===== src/rtl/alu_issue_stage.sv =====
// ID/EX issue stage: decodes MIPS op/funct into ALU control, selects/extends/forwards operands, bubbles on load-use.
// Optional macro FORWARD_EN enables the EX/MEM and MEM/WB forwarding network; otherwise dependants wait for the writer.
module alu_issue_stage #(
  parameter int         DATA_W   = 32,
  parameter int         REG_AW   = 5,
  parameter logic [3:0] NOP_CTRL = 4'b1111
) (
  input  logic              Clk,
  input  logic              Reset,
  input  logic              Flush,
  input  logic              Stall,
  input  logic              InValid,
  output logic              InReady,
  input  logic [31:0]       Instr,
  input  logic [DATA_W-1:0] RsData,
  input  logic [DATA_W-1:0] RtData,
  input  logic              ExMemRegWrite,
  input  logic [REG_AW-1:0] ExMemDest,
  input  logic [DATA_W-1:0] ExMemResult,
  input  logic              MemWbRegWrite,
  input  logic [REG_AW-1:0] MemWbDest,
  input  logic [DATA_W-1:0] MemWbResult,
  output logic              OutValid,
  output logic [3:0]        AluCtrl,
  output logic [DATA_W-1:0] Input1,
  output logic [DATA_W-1:0] Input2,
  output logic [DATA_W-1:0] StoreData,
  output logic [REG_AW-1:0] Dest,
  output logic              RegWrite,
  output logic              MemRead,
  output logic              MemWrite,
  output logic              Branch,
  output logic              Illegal
);
  localparam logic [3:0] C_AND = 4'b0000, C_OR = 4'b0001, C_ADD = 4'b0010;
  localparam logic [3:0] C_SUB = 4'b0110, C_SLT = 4'b0111, C_SLL = 4'b1100;

  logic [5:0]  op, fn;
  logic [4:0]  rs_f, rt_f, rd_f, sh_f;
  logic [15:0] imm;
  logic [REG_AW-1:0] rs_a, rt_a, rd_a;
  assign op   = Instr[31:26];
  assign rs_f = Instr[25:21];
  assign rt_f = Instr[20:16];
  assign rd_f = Instr[15:11];
  assign sh_f = Instr[10:6];
  assign fn   = Instr[5:0];
  assign imm  = Instr[15:0];
  assign rs_a = REG_AW'(rs_f);
  assign rt_a = REG_AW'(rt_f);
  assign rd_a = REG_AW'(rd_f);

  logic [DATA_W-1:0] rs_val, rt_val, imm_s, imm_z, sh_z;
  assign imm_s = {{(DATA_W-16){imm[15]}}, imm};
  assign imm_z = {{(DATA_W-16){1'b0}}, imm};
  assign sh_z  = {{(DATA_W-5){1'b0}}, sh_f};

`ifdef FORWARD_EN
  // Younger producer (EX/MEM) wins; $0 is never forwarded.
  assign rs_val = (rs_f != 5'd0 && ExMemRegWrite && ExMemDest != '0 && ExMemDest == rs_a) ? ExMemResult :
                  (rs_f != 5'd0 && MemWbRegWrite && MemWbDest != '0 && MemWbDest == rs_a) ? MemWbResult : RsData;
  assign rt_val = (rt_f != 5'd0 && ExMemRegWrite && ExMemDest != '0 && ExMemDest == rt_a) ? ExMemResult :
                  (rt_f != 5'd0 && MemWbRegWrite && MemWbDest != '0 && MemWbDest == rt_a) ? MemWbResult : RtData;
`else
  assign rs_val = RsData;
  assign rt_val = RtData;
  logic unused_fwd;
  assign unused_fwd = ^{ExMemRegWrite, ExMemDest, ExMemResult, MemWbRegWrite, MemWbDest, MemWbResult};
`endif

  logic [3:0]        d_ctrl;
  logic [DATA_W-1:0] d_in1, d_in2, d_sd;
  logic [REG_AW-1:0] d_dest;
  logic              d_mr, d_mw, d_br, d_ill;

  always_comb begin
    d_ctrl = NOP_CTRL;
    d_in1  = '0;
    d_in2  = '0;
    d_sd   = '0;
    d_dest = '0;
    d_mr   = 1'b0;
    d_mw   = 1'b0;
    d_br   = 1'b0;
    d_ill  = 1'b0;
    case (op)
      6'h00: begin
        d_in1  = rs_val;
        d_in2  = rt_val;
        d_dest = rd_a;
        case (fn)
          6'h20, 6'h21: d_ctrl = C_ADD;
          6'h22, 6'h23: d_ctrl = C_SUB;
          6'h24:        d_ctrl = C_AND;
          6'h25:        d_ctrl = C_OR;
          6'h2A:        d_ctrl = C_SLT;
          6'h00: begin
            d_ctrl = C_SLL;
            d_in1  = rt_val;
            d_in2  = sh_z;
          end
          default: begin
            d_ill  = 1'b1;
            d_in1  = '0;
            d_in2  = '0;
            d_dest = '0;
          end
        endcase
      end
      6'h08, 6'h09: begin d_ctrl = C_ADD; d_in1 = rs_val; d_in2 = imm_s; d_dest = rt_a; end
      6'h0C:        begin d_ctrl = C_AND; d_in1 = rs_val; d_in2 = imm_z; d_dest = rt_a; end
      6'h0D:        begin d_ctrl = C_OR;  d_in1 = rs_val; d_in2 = imm_z; d_dest = rt_a; end
      6'h0A:        begin d_ctrl = C_SLT; d_in1 = rs_val; d_in2 = imm_s; d_dest = rt_a; end
      6'h23: begin d_ctrl = C_ADD; d_in1 = rs_val; d_in2 = imm_s; d_dest = rt_a; d_mr = 1'b1; end
      6'h2B: begin d_ctrl = C_ADD; d_in1 = rs_val; d_in2 = imm_s; d_sd = rt_val; d_mw = 1'b1; end
      6'h04: begin d_ctrl = C_SUB; d_in1 = rs_val; d_in2 = rt_val; d_br = 1'b1; end
      default: d_ill = 1'b1;
    endcase
  end

  logic rt_src, dep_match, hazard;
  assign rt_src    = (op == 6'h00) || (op == 6'h2B) || (op == 6'h04);
  assign dep_match = (Dest != '0) && ((Dest == rs_a) || (rt_src && (Dest == rt_a)));

`ifdef FORWARD_EN
  assign hazard = InValid && OutValid && MemRead && dep_match;
`else
  // Without forwarding any dependant waits until the producer has written back.
  logic       dep;
  logic [1:0] wait_cnt;
  assign dep    = InValid && OutValid && RegWrite && dep_match;
  assign hazard = dep || (wait_cnt != 2'd0);

  always_ff @(posedge Clk) begin
    if (Reset)                  wait_cnt <= 2'd0;
    else if (!Stall) begin
      if (dep && !Flush)        wait_cnt <= 2'd2;
      else if (wait_cnt != 2'd0) wait_cnt <= wait_cnt - 2'd1;
    end
  end
`endif

  assign InReady = !Reset && !Stall && !hazard;

  logic kill, take;
  assign kill = Reset || Flush || (!Stall && (hazard || !InValid));
  assign take = !kill && !Stall;

  always_ff @(posedge Clk) begin
    if (kill) begin
      OutValid  <= 1'b0;
      AluCtrl   <= NOP_CTRL;
      Input1    <= '0;
      Input2    <= '0;
      StoreData <= '0;
      Dest      <= '0;
      RegWrite  <= 1'b0;
      MemRead   <= 1'b0;
      MemWrite  <= 1'b0;
      Branch    <= 1'b0;
      Illegal   <= 1'b0;
    end else if (take) begin
      OutValid  <= 1'b1;
      AluCtrl   <= d_ctrl;
      Input1    <= d_in1;
      Input2    <= d_in2;
      StoreData <= d_sd;
      Dest      <= d_dest;
      RegWrite  <= (d_dest != '0);
      MemRead   <= d_mr;
      MemWrite  <= d_mw;
      Branch    <= d_br;
      Illegal   <= d_ill;
    end
  end
endmodule


===== config.mk =====
export PLATFORM = sky130hd
export DESIGN_NAME = alu_issue_stage
export DESIGN_NICKNAME = d
export VERILOG_FILES = /design/src/rtl/alu_issue_stage.sv
export SDC_FILE = /design/constraint.sdc
export NUM_CORES = 1
export LEC_CHECK = 0
export ABC_CLOCK_PERIOD_IN_PS = 3700
export CAP_MARGIN = 20
export CORE_MARGIN = 2
export CORE_UTILIZATION = 39
export DETAILED_ROUTE_END_ITERATION = 10
export GPL_TIMING_DRIVEN = 0
export PLACE_DENSITY = 0.82
export RECOVER_POWER = 25
export SKIP_LAST_GASP = 1
export SYNTH_ARGS = -nofsm -noshare
export SYNTH_HDL_FRONTEND = slang
export SYNTH_SLANG_ARGS = --single-unit

===== constraint.sdc =====
create_clock -name Clk -period 3.7 [get_ports Clk]
set_clock_uncertainty 0.1 [all_clocks]
set_input_delay 1.11 -clock Clk [delete_from_list [all_inputs] [get_ports Clk]]
set_output_delay 1.11 -clock Clk [all_outputs]
set_load 0.005 [all_outputs]

# After elaboration in Yosys (flattened, before gate mapping)
# Index checks and enable logic that the tools add are counted.
[totals]
ff_bits = 113
latch_bits = 0
ramBits = 0
rom_bits = 0
inputBits = 177
n_memories = 0
[op_classes]
add_sub_neg = 1
mul = 0
n_div = 0
magnitude_cmp = 0
n_eq_ne = 17
n_shift = 0
muxes = 16
bitwise_logic = 1
n_reduce_logical = 39
[op_table]
columns = ["operator", "count"]
rows = [
  ["32-bit one-hot mux with 2 select lines", 3],
  ["32-bit one-hot mux with 4 select lines", 1],
  ["6-bit == test (second input constant)", 9],
  ["4-bit one-hot mux with 6 select lines", 2],
  ["32-bit two-way mux", 1],
  ["6-bit by 4-bit == test with 1-bit output (second input constant)", 5],
  ["8-bit OR reduction", 2],
  ["6-bit zero test", 2],
  ["5-bit == test", 2],
  ["1-bit logical AND", 10],
  ["5-bit one-hot mux with 2 select lines", 1],
  ["5-bit nonzero test", 2],
  ["1-bit logical OR", 7],
  ["7-bit OR reduction", 1],
  ["6-bit by 3-bit == test with 1-bit output (second input constant)", 1],
  ["1-bit zero test", 6],
  ["2-bit OR reduction", 3],
  ["6-bit OR reduction", 1],
  ["5-bit two-way mux", 1],
  ["5-bit OR reduction", 1],
  ["1-bit two-way mux", 4],
  ["2-bit two-way mux", 2],
  ["2-bit nonzero test", 2],
  ["4-bit OR reduction", 1],
  ["4 further kinds", 4],
]

# Longest topological paths before layout
[logic_depth]
ltp_word = 13
ltp_mapped = 9
mapped_depth_nobuf = 6

# Worst setup path before layout
# No wires, ideal clock.
[synth_timing]
kind = "input to output"
from = "input port Instr[26]"
to = "output port InReady"
arrival_time_ns = 2.143
required_ns = 2.490
path_slack_ns = 0.347
stages = 6
n_path_buf = 1
path_cell_list = "buf_6 or4_4 o21ai_2 nand4_4 nand2_1 nor4b_1"
[synth_via]
elab_chain_len = 10
[synth_lines]
columns = ["item", "line_no", "rtl"]
rows = [
  ["start: declaration", "14", "input logic [31:0] Instr,"],
  ["6-bit == test or 6-bit zero test (tied branches)", "122", "assign rt_src = (op == 6'h00) || (op == 6'h2B) || (op == 6'h04);"],
  ["1-bit logical OR", "122", ""],
  ["1-bit logical OR (*)", "122", ""],
  ["1-bit logical AND (*)", "123", "assign dep_match = (Dest != '0) && ((Dest == rs_a) || (rt_src && (Dest == rt_a)));"],
  ["1-bit logical OR (*)", "123", ""],
  ["1-bit logical AND (*)", "123", ""],
  ["1-bit logical AND (*)", "131", "assign dep = InValid && OutValid && RegWrite && dep_match;"],
  ["1-bit logical OR (*)", "132", "assign hazard = dep || (wait_cnt != 2'd0);"],
  ["1-bit zero test (*)", "143", "assign InReady = !Reset && !Stall && !hazard;"],
  ["1-bit logical AND (*)", "143", ""],
  ["end: declaration", "13", "output logic InReady,"],
]
# Mark *: on every way between the ends. The rest lies on a longest branch, timed or not.

# Worst setup path in the final report
[layout_timing]
from = "input port Instr[27]"
to = "output port InReady"
# The elaborated chain is that of the path after synthesis.

==> impl_metrics.toml <==
[finish]
multi_input_comb_area_um2 = 2500
stdcell_area_um2 = 8180
diodes = 0
syn_to_final_growth_pct = 61.8
nets = 965
fill_cells = 1026
final_layout_size_suffix_gt1_share_pct = 17.6
seq_area_um2 = 2260

[sta]
finalHoldViolCount = 0
worst_slew_pin_slew_ns = 1.14
slew_headroom_pct = 23.1
timing.final.ws_setup_ns = 0.0615
finalSetupViolations = 0
hold_ws_ns = 0.345
period_share_pct = 98.3
max_freq_mhz = 275
rsz0062_at_grt = "no"
drv_slew = 0
setup_tns_ns = 0
fin_crit_ns = 3.64

[clock_network]
cts_hold_buf = 0
clk_path_buf_depth = 2
cts_tree = "yes"
clkLatencyLatePin_ns = 0.42
clockRootBuffer = "clkbuf_16"
numCtsBuffers = 17
clk_pin_slew_worst_paths_ns = 0.05
htreeDepth = 4
clock_sinks = 113

[critical_path]
path_max_fanout = 3
cp-start-kind = "input pin"
startpoint = "Instr[27]"
critPathMaxStageDelay_ns = 0.52
crit_chain = "dlygate4sd2_1, or4_4, o21ai_2, nand4_4, nand2_2, nor4b_2, buf_2"
end_kind = "primary output"
cp-endpoint = "InReady"
crit_family = "simple AND/OR/NAND/NOR gates"
required_ns = 2.49
arrival_ns = 2.43
cp.buffers_inverters = 2
reg2reg_depth = 16
crit_path_top_delay_cell = "or4_4"
cp.depth = 7
r2r_setup_slack_ns = 0.74
r2r-start = "Dest[4]$_SDFFE_PP0P_"
critical_path_class = "input pin to primary output"
r2r_end = "AluCtrl[1]$_SDFFE_PP1P_"

[route]
wl_per_cell_um = 19.4
vias = 5425
drc = 0
first_iter_violations = 435
wl_um = 18900
postRouteAntennaNets = 0
drt-pass1-iter-count = 6
routed_via_density = 5.58

[logic_synthesis]
synth_nets = 725
synth_area_leaders = "dfxtp_1 45%, o21ai_2 11%, a22oi_1 7.3%"
yosysMostFrequentCell = "dfxtp_1"
syn_inst = 547
avgSynthCellArea_um2 = 9.24
synthArstFlopShare_pct = 0
synth_edf_count = 0
synth_cell_type_count = 50
yosys_warnings = 0
synth_top_flop_cell = "dfxtp_1"
yosys.area.top_type = "dfxtp_1"
synthesis.area_um2 = 5060
synth_seq_area_share_pct = 44.7
synth_top_area_share_pct = 44.7
synth_seq_cells = 113
synth.top_cells.by_count = "113 x dfxtp_1, 97 x nand2_1, 61 x o21ai_2"

[global_routing]
track_usage_pct = 26.3
grt_pass1_wl_um = 28900
grt_overflow = 0
grt_pass1_vias = 5370
grt_max_degree = 17
antenna_found_initial = 0

[placement]
io_buffers = 207
dp_slack_ns = -0.627
hpwl_um = 13700
place.gp.congestion = 0.927
place_area_um2 = 7340

[die]
die_w_um = 118
dieArea_um2 = 13900
pin_count = 289
rows = 41
initial_core_util_pct = 40.1
die_h_um = 118
core_area_um2 = 12600

[pwr]
power.total_mw = 3.36
powerDensity_nw_per_um2 = 411
ir_drop_mv = 0.260
p_leak_nw = 3.10

[worst_hold_path]
hp-class = "register to register"

[run_status]
status = "complete, no violations"

[run]
maxCapViolCount = 0
-- layout make-up --
cell class / count / share of cell area (%)
timing repair buffer: 221 / 27.0
inverter: 4 / 0.183
buffer: 46 / 3.87
sequential: 113 / 27.6
clock inverter: 9 / 2.16
multi-input combinational: 384 / 30.5
clock buffer: 23 / 5.96
tap: 172 / 2.63
-- tightest hold or removal path: cells and delay by family, from the launching register on --
family	cells	cell delay, ns
flip-flops	1	0.32
AO/OA/AOI/OAI	1	0.04
AND/OR/NAND/NOR	1	0.06
-- repair_timing --
item / CTS / global route
pin swaps: 3 / 3
gates cloned: 0 / 2
setup buffers: 11 / 2
setup endpoints to repair: 1 / 94
gates resized for setup: 18 / 4
-- layer usage --
metal	wire length (um)	track usage [%]	up-vias
met3	1370	6.44	40
li1	-	-	2521
met5	0	0	-
met2	9180	44.2	292
met4	494	11.4	0
met1	7850	32.0	2572
-- placed cells by master (no fill, tap or decap), types with 19 or more instances in the layout --
cell type          n
dlygate4sd3_1     55
clkbuf_16         19
clkbuf_1          23
a22oi_1           49
clkdlybuf4s50_1  143
a21oi_1           37
dfxtp_1          113
o21ai_2           61
nand2_1           96
nor2_1            19
a22o_1            22
-- per-stage QoR --
| stage | utilization, % | instances |
|---|---|---|
| CTS | 64.2 | 969 |
| floorplan | - | 547 |
| global route | 64.8 | 972 |
| finish | 64.8 | 972 |
| detailed placement | 58.2 | 926 |
| global placement | 58.2 | 926 |
-- registers in the layout, indices dropped and copies added, names as in the netlist, 2 cells and up --
| name | cells |
|---|---|
| Input2 | 32 |
| AluCtrl | 4 |
| Dest | 5 |
| wait_cnt | 2 |
| StoreData | 32 |
| Input1 | 32 |
-- cell families after synthesis --
kind of cell,Yosys count,synth area share [%]
fa+ha+maj,1,0.247
mux,1,0.198
compound gates,220,32.8
buf+inv,50,6.51
flops,113,44.7
simple gates,152,13.8
xor+xnor,10,1.73
-- how the worst min path moves through the flow --
stage | endpoint | slack, ns | cells past startpoint | startpoint
3_5_place_dp | Input1[28]$_SDFFE_PP0P_ | 0.34 | 2 | Input1[28]$_SDFFE_PP0P_
5_1_grt | Input1[28]$_SDFFE_PP0P_ | 0.36 | 2 | Input1[28]$_SDFFE_PP0P_
4_1_cts | Input1[28]$_SDFFE_PP0P_ | 0.35 | 2 | Input1[28]$_SDFFE_PP0P_
6_report | Input2[24]$_SDFFE_PP0P_ | 0.35 | 2 | Input2[24]$_SDFFE_PP0P_
2_1_floorplan | MemWrite$_SDFFE_PP0P_ | 0.34 | 2 | MemWrite$_SDFFE_PP0P_
3_3_place_gp | Input1[6]$_SDFFE_PP0P_ | 0.34 | 2 | Input1[6]$_SDFFE_PP0P_
-- report_power, final --
part | switching, mW | total (mW) | internal, mW
sequential | 0.00304 | 1.23 | 1.22
combinational | 0.151 | 0.298 | 0.147
clock | 0.577 | 1.84 | 1.26
No activity file was read; power rests on OpenSTA's default activity.
